**config.mk**
```make
export PLATFORM = sky130hd
export DESIGN_NAME = branch_predictor
export DESIGN_NICKNAME = d
export VERILOG_FILES = /design/src/rtl/branch_predictor.sv
export SDC_FILE = /design/constraint.sdc
export NUM_CORES = 2
export LEC_CHECK = 0
export BUFFER_PORTS_ARGS = -buffer_cell sky130_fd_sc_hd__buf_4
export CORE_UTILIZATION = 25
export DETAILED_ROUTE_END_ITERATION = 12
export PLACE_DENSITY = 0.42
export SYNTH_ARGS = -nofsm -noshare
export SYNTH_HDL_FRONTEND = slang
export SYNTH_SLANG_ARGS = --single-unit
export TNS_END_PERCENT = 100
```
**constraint.sdc**
```tcl
create_clock -name clk_in -period 13.7 [get_ports clk_in]
set_input_delay 1.37 -clock clk_in [delete_from_list [all_inputs] [get_ports clk_in]]
set_output_delay 1.37 -clock clk_in [all_outputs]
set_load 0.05 [all_outputs]
```
**src/rtl/branch_predictor.sv**
```systemverilog
// Tagged branch target buffer with per-entry saturating direction counters and
// an optional non-speculative gshare history folded into the query index.
module branch_predictor #(
  parameter int unsigned ENTRY_BITS = 6,
  parameter int unsigned CNT_WIDTH  = 2,
  parameter int unsigned TAG_BITS   = 8,
  parameter int unsigned GHR_BITS   = 0
) (
  input  logic                  clk_in,
  input  logic                  rst_in,
  input  logic                  rdy_in,
  input  logic                  query_valid_in,
  input  logic [31:0]           query_pc_in,
  output logic                  pred_valid_out,
  output logic                  pred_taken_out,
  output logic                  pred_hit_out,
  output logic [31:0]           pred_target_out,
  output logic [ENTRY_BITS-1:0] pred_idx_out,
  input  logic                  upd_valid_in,
  input  logic [31:0]           upd_pc_in,
  input  logic [ENTRY_BITS-1:0] upd_idx_in,
  input  logic                  upd_taken_in,
  input  logic [31:0]           upd_target_in
);

  localparam int unsigned N      = 1 << ENTRY_BITS;
  localparam int unsigned GW     = (GHR_BITS == 0) ? 1 : GHR_BITS;
  localparam int unsigned TAG_LO = ENTRY_BITS + 2;
  localparam int unsigned TAG_HI = ENTRY_BITS + TAG_BITS + 1;

  localparam logic [CNT_WIDTH-1:0] CNT_WT  = {1'b1, {(CNT_WIDTH-1){1'b0}}};
  localparam logic [CNT_WIDTH-1:0] CNT_WNT = ~CNT_WT;
  localparam logic [CNT_WIDTH-1:0] CNT_ONE = CNT_WIDTH'(1);

  logic                  tbl_valid  [N];
  logic [TAG_BITS-1:0]   tbl_tag    [N];
  logic [CNT_WIDTH-1:0]  tbl_cnt    [N];
  logic [31:0]           tbl_target [N];

  logic [GW-1:0]         ghr;
  logic [GW-1:0]         ghr_next;
  logic [ENTRY_BITS-1:0] ghr_ext;
  logic [ENTRY_BITS-1:0] q_idx;
  logic [TAG_BITS-1:0]   q_tag;
  logic                  q_hit;
  logic                  q_taken;
  logic [31:0]           q_target;
  logic [TAG_BITS-1:0]   u_tag;
  logic                  u_hit;
  logic [CNT_WIDTH-1:0]  u_cnt;
  logic [CNT_WIDTH-1:0]  u_cnt_next;
  logic                  unused_upd_pc;

  assign unused_upd_pc = ^{upd_pc_in[31:TAG_HI+1], upd_pc_in[TAG_LO-1:0]};

  // Query side reads the table as it stands before this cycle's update.
  always_comb begin
    ghr_ext          = '0;
    ghr_ext[GW-1:0]  = ghr;
    q_idx            = query_pc_in[ENTRY_BITS+1:2] ^ ghr_ext;
    q_tag            = query_pc_in[TAG_HI:TAG_LO];
    q_hit            = tbl_valid[q_idx] && (tbl_tag[q_idx] == q_tag);
    q_taken          = q_hit && tbl_cnt[q_idx][CNT_WIDTH-1];
    q_target         = q_taken ? tbl_target[q_idx] : query_pc_in + 32'd4;
  end

  always_comb begin
    u_tag      = upd_pc_in[TAG_HI:TAG_LO];
    u_cnt      = tbl_cnt[upd_idx_in];
    u_hit      = tbl_valid[upd_idx_in] && (tbl_tag[upd_idx_in] == u_tag);
    u_cnt_next = u_cnt;
    if (!u_hit) begin
      u_cnt_next = upd_taken_in ? CNT_WT : CNT_WNT;
    end else if (upd_taken_in) begin
      if (u_cnt != '1) u_cnt_next = u_cnt + CNT_ONE;
    end else begin
      if (u_cnt != '0) u_cnt_next = u_cnt - CNT_ONE;
    end
    // Bimodal builds keep a single constant-zero history bit.
    ghr_next = (GHR_BITS == 0) ? '0 : GW'({ghr, upd_taken_in});
  end

  always_ff @(posedge clk_in) begin
    if (rst_in) begin
      for (int unsigned i = 0; i < N; i++) begin
        tbl_valid[i]  <= 1'b0;
        tbl_tag[i]    <= '0;
        tbl_cnt[i]    <= CNT_WNT;
        tbl_target[i] <= '0;
      end
      ghr             <= '0;
      pred_valid_out  <= 1'b0;
      pred_taken_out  <= 1'b0;
      pred_hit_out    <= 1'b0;
      pred_target_out <= '0;
      pred_idx_out    <= '0;
    end else if (rdy_in) begin
      pred_valid_out <= query_valid_in;
      if (query_valid_in) begin
        pred_taken_out  <= q_taken;
        pred_hit_out    <= q_hit;
        pred_target_out <= q_target;
        pred_idx_out    <= q_idx;
      end
      if (upd_valid_in) begin
        tbl_valid[upd_idx_in] <= 1'b1;
        tbl_tag[upd_idx_in]   <= u_tag;
        tbl_cnt[upd_idx_in]   <= u_cnt_next;
        if (!u_hit || upd_taken_in) tbl_target[upd_idx_in] <= upd_target_in;
        ghr <= ghr_next;
      end
    end
  end

endmodule
```
==> flow_metrics.env <==
export IMPL_synth_edff_count=2688
export IMPL_synthTopCellsByArea="edfxtp_1 60%, mux4_2 15%, and3_1 12%"
export IMPL_portBuffers=124
export IMPL_rsz0062_at_grt="no"
export IMPL_totalPowerFinal_mw=20.26
export IMPL_grt_overflow_total=0
export IMPL_cpLargestDelayFamily="buffers and inverters"
export IMPL_critPathSlowestCell="buf_4"
export IMPL_drc=0
export IMPL_dieArea_mm2=0.5422
export IMPL_violations="capacitance limit"
export IMPL_syn_inst=9046
export IMPL_post_cts_resized=0
export IMPL_worstMarginPinSlew_ns=1.481
export IMPL_cp_cell_sequence="buf_6 -> buf_4 -> buf_4 -> mux4_2 -> mux2i_1 -> o22ai_1 -> a21oi_1 -> nand4_1 -> xor2_1 -> or3_1 -> or3_4 -> buf_4 -> a21o_2 -> buf_4"
export IMPL_hold_class="reg -> reg"
export IMPL_cts_made_buffers=316
export IMPL_max_clock_path_buffers=4
export IMPL_die_x_um=736.4
export IMPL_relSlewSlack=0.006924
export IMPL_final_min_clock_period_ns=7.896
export IMPL_ys_warn_count=0
export IMPL_yosysUniqueCellTypes=74
export IMPL_vias=85190
export IMPL_syn_area_mm2=0.1348
export IMPL_worstSetupPathDepth=14
export IMPL_drive_above_1_share=0.2200
export IMPL_vdd_drop_max_mv=0.09598
export IMPL_leakage_nw=58.30
export IMPL_synthFlopType="edfxtp_1"
export IMPL_status="finished with violations"
export IMPL_first_iter_violations=10760
export IMPL_cts_hold_buf=0
export IMPL_rr_endpoint="tbl_target[6][22]"
export IMPL_skew_ns=0.09038
export IMPL_grt_pass1_vias=84400
export IMPL_clock_latency_ns=0.99
export IMPL_avgRoutedWirePerCell_um=33.04
export IMPL_yosys_area_top_type="edfxtp_1"
export IMPL_crit_path_end="tbl_target[6][22]"
export IMPL_cpPeakStageDelay_ns=1.00
export IMPL_antenna_left=0
export IMPL_postLayoutCellArea_mm2=0.1517
export IMPL_syn_area_per_cell_um2=14.90
export IMPL_async_flop_share=0
export IMPL_r2r_cells=12
export IMPL_coreArea_mm2=0.5368
export IMPL_fp_row_count=269
export IMPL_vias_per_cell=5.311
export IMPL_detailed_place_area_mm2=0.1415
export IMPL_cp_startpoint="upd_idx_in[1]"
export IMPL_period_share=0.5763
export IMPL_synth_nets=9155
export IMPL_htree_levels=5
export IMPL_whs_ns=0.4656
export IMPL_die_height_um=736.4
export IMPL_post_cts_buffers=0
export IMPL_synth_seq_cells=2793
export IMPL_clock_sinks=2793
export IMPL_synth_top_cell_area_share=0.5987
export IMPL_cp_required_ns=14.27
export IMPL_rrSetupSlack_ns=7.28
export IMPL_critPathLaunchType="primary input"
export IMPL_seq_area_frac_synth=0.6143
export IMPL_grt_start_max_net_pins=289
export IMPL_n_fill_cell=53660
export IMPL_gp_congestion=0.8915
export IMPL_end_kind="flip-flop"
export IMPL_path_max_fanout=142
export IMPL_critPathBufInv=5
export IMPL_fmax_ghz=0.1266
export IMPL_grt_pass1_wl_mm=719.5
export IMPL_setup_viol=0
export IMPL_pin_count=149
export IMPL_first_pass_iters=6
export IMPL_crit_top_cell="buf_4"
export IMPL_crit_type="in -> reg"
export IMPL_finalWirelength_mm=529.9
export IMPL_antenna_found_initial=75
export IMPL_initial_core_util=0.2511
export IMPL_area_growth_pct=12.49
export IMPL_tritoncts="done"
export IMPL_hold_viol=0
export IMPL_cap_violations=1
export IMPL_crit_arrival_ns=8.47
export IMPL_grt_use_total=0.1892
export IMPL_slew_violations=0
export IMPL_root_buffer="clkbuf_16"
export IMPL_pwr_density_cell_mw_per_mm2=133.6
export IMPL_reg2reg_from="tbl_tag[37][5]"
export IMPL_cts_reportedPaths_clkPinSlew_ns=0.06
export IMPL_fin_nets=8675
export IMPL_setup_tns_ns=0
export IMPL_hpwl_mm=306.1
how the worst min path moves through the flow:
stage	start	end	slack, ns	cells past startpoint
floorplan	tbl_valid[37]	tbl_valid[37]	0.45	2
global placement	pred_target_out[31]	pred_target_out[31]	0.46	1
detailed placement	pred_taken_out	pred_taken_out	0.46	2
CTS	pred_taken_out	pred_taken_out	0.47	2
global route	pred_taken_out	pred_taken_out	0.48	2
finish	pred_taken_out	pred_taken_out	0.47	2
area by class of cell:
class,instances,area (um2),area share
clock inverters,157,1438,0.009479
repair buffers,400,3221,0.02124
diodes,41,102.6,0.0006765
well taps,7181,8985,0.05924
inverters,73,284.0,0.001873
flip-flops and latches,2793,82820,0.5461
multi-input cells,4982,46240,0.3049
clock buffers,414,8573,0.05653
worst min-delay path, cell delays in order (launching register included):
cell and delay, ns:
dfxtp_1 0.31, nand2_1 0.05, a21oi_1 0.05
cells in the mapped netlist (14+ instances only):
cell type,instances
edfxtp_1,2688
and3_1,2571
mux4_2,869
clkbuf_1,767
nand2_1,257
buf_6,208
nor2_1,205
mux2i_1,126
buf_2,117
dfxtp_1,105
o21ai_0,104
buf_1,92
a221oi_1,91
nand2b_1,75
inv_1,71
a22oi_1,70
a21o_1,66
nand3_1,65
a21oi_1,56
o22ai_1,50
mux2_2,47
and2_1,28
xnor2_1,26
or3_1,18
o221ai_1,17
xor2_1,17
nor2b_1,16
nand4_1,15
o211ai_1,15
a2111oi_0,14
buf_4,14
nor3b_1,14
per-stage QoR:
stage / worst slack [ns] / util / instances
after floorplan: 8.261 / - / 9046
after global placement: 4.982 / 0.2637 / 15430
after detailed placement: 4.939 / 0.2637 / 15430
after CTS: 5.962 / 0.2823 / 16000
after global routing: 5.488 / 0.2824 / 16010
final: 5.804 / 0.2825 / 16040
routing by layer:
metal	up-vias	GRT usage	wire length, um
li1	34750	-	-
met1	45730	0.2417	210500
met2	3863	0.3189	257300
met3	821	0.03057	37770
met4	24	0.07730	24240
met5	-	0	154
where the power goes:
| group | switching, mW | internal, mW | total (mW) |
|---|---|---|---|
| Combinational | 1.26 | 0.624 | 1.88 |
| Clock | 3.67 | 4.81 | 8.48 |
| Sequential | 0.133 | 9.76 | 9.89 |
registers in the layout, summed over array words and instances, names as in the netlist:
register         count
pred_taken_out       1
tbl_target        2048
pred_idx_out         6
pred_target_out     32
tbl_cnt            128
pred_valid_out       1
tbl_tag            512
pred_hit_out         1
tbl_valid           64
cells by family after synthesis:
family,after synthesis,synth area share
multiplexers,1047,0.1589
AND/OR/NAND/NOR,3324,0.1454
buffers and inverters,1271,0.04844
flip-flops,2793,0.6143
AO/OA/AOI/OAI,567,0.03014
XOR/XNOR,43,0.002793
adder cells (fa/ha/maj),1,0.00009279
cells in the final DEF, fill, tap and decap left out, drive strengths merged, types with 91 or more instances in the layout:
cell type	instances
mux2i	126
o21ai	105
dfxtp	105
clkbuf	416
clkinv	121
buf	398
a221oi	91
and3	2571
nand2	257
nor2	205
mux4	869
edfxtp	2688
No activity file was read; power rests on OpenSTA's default activity.
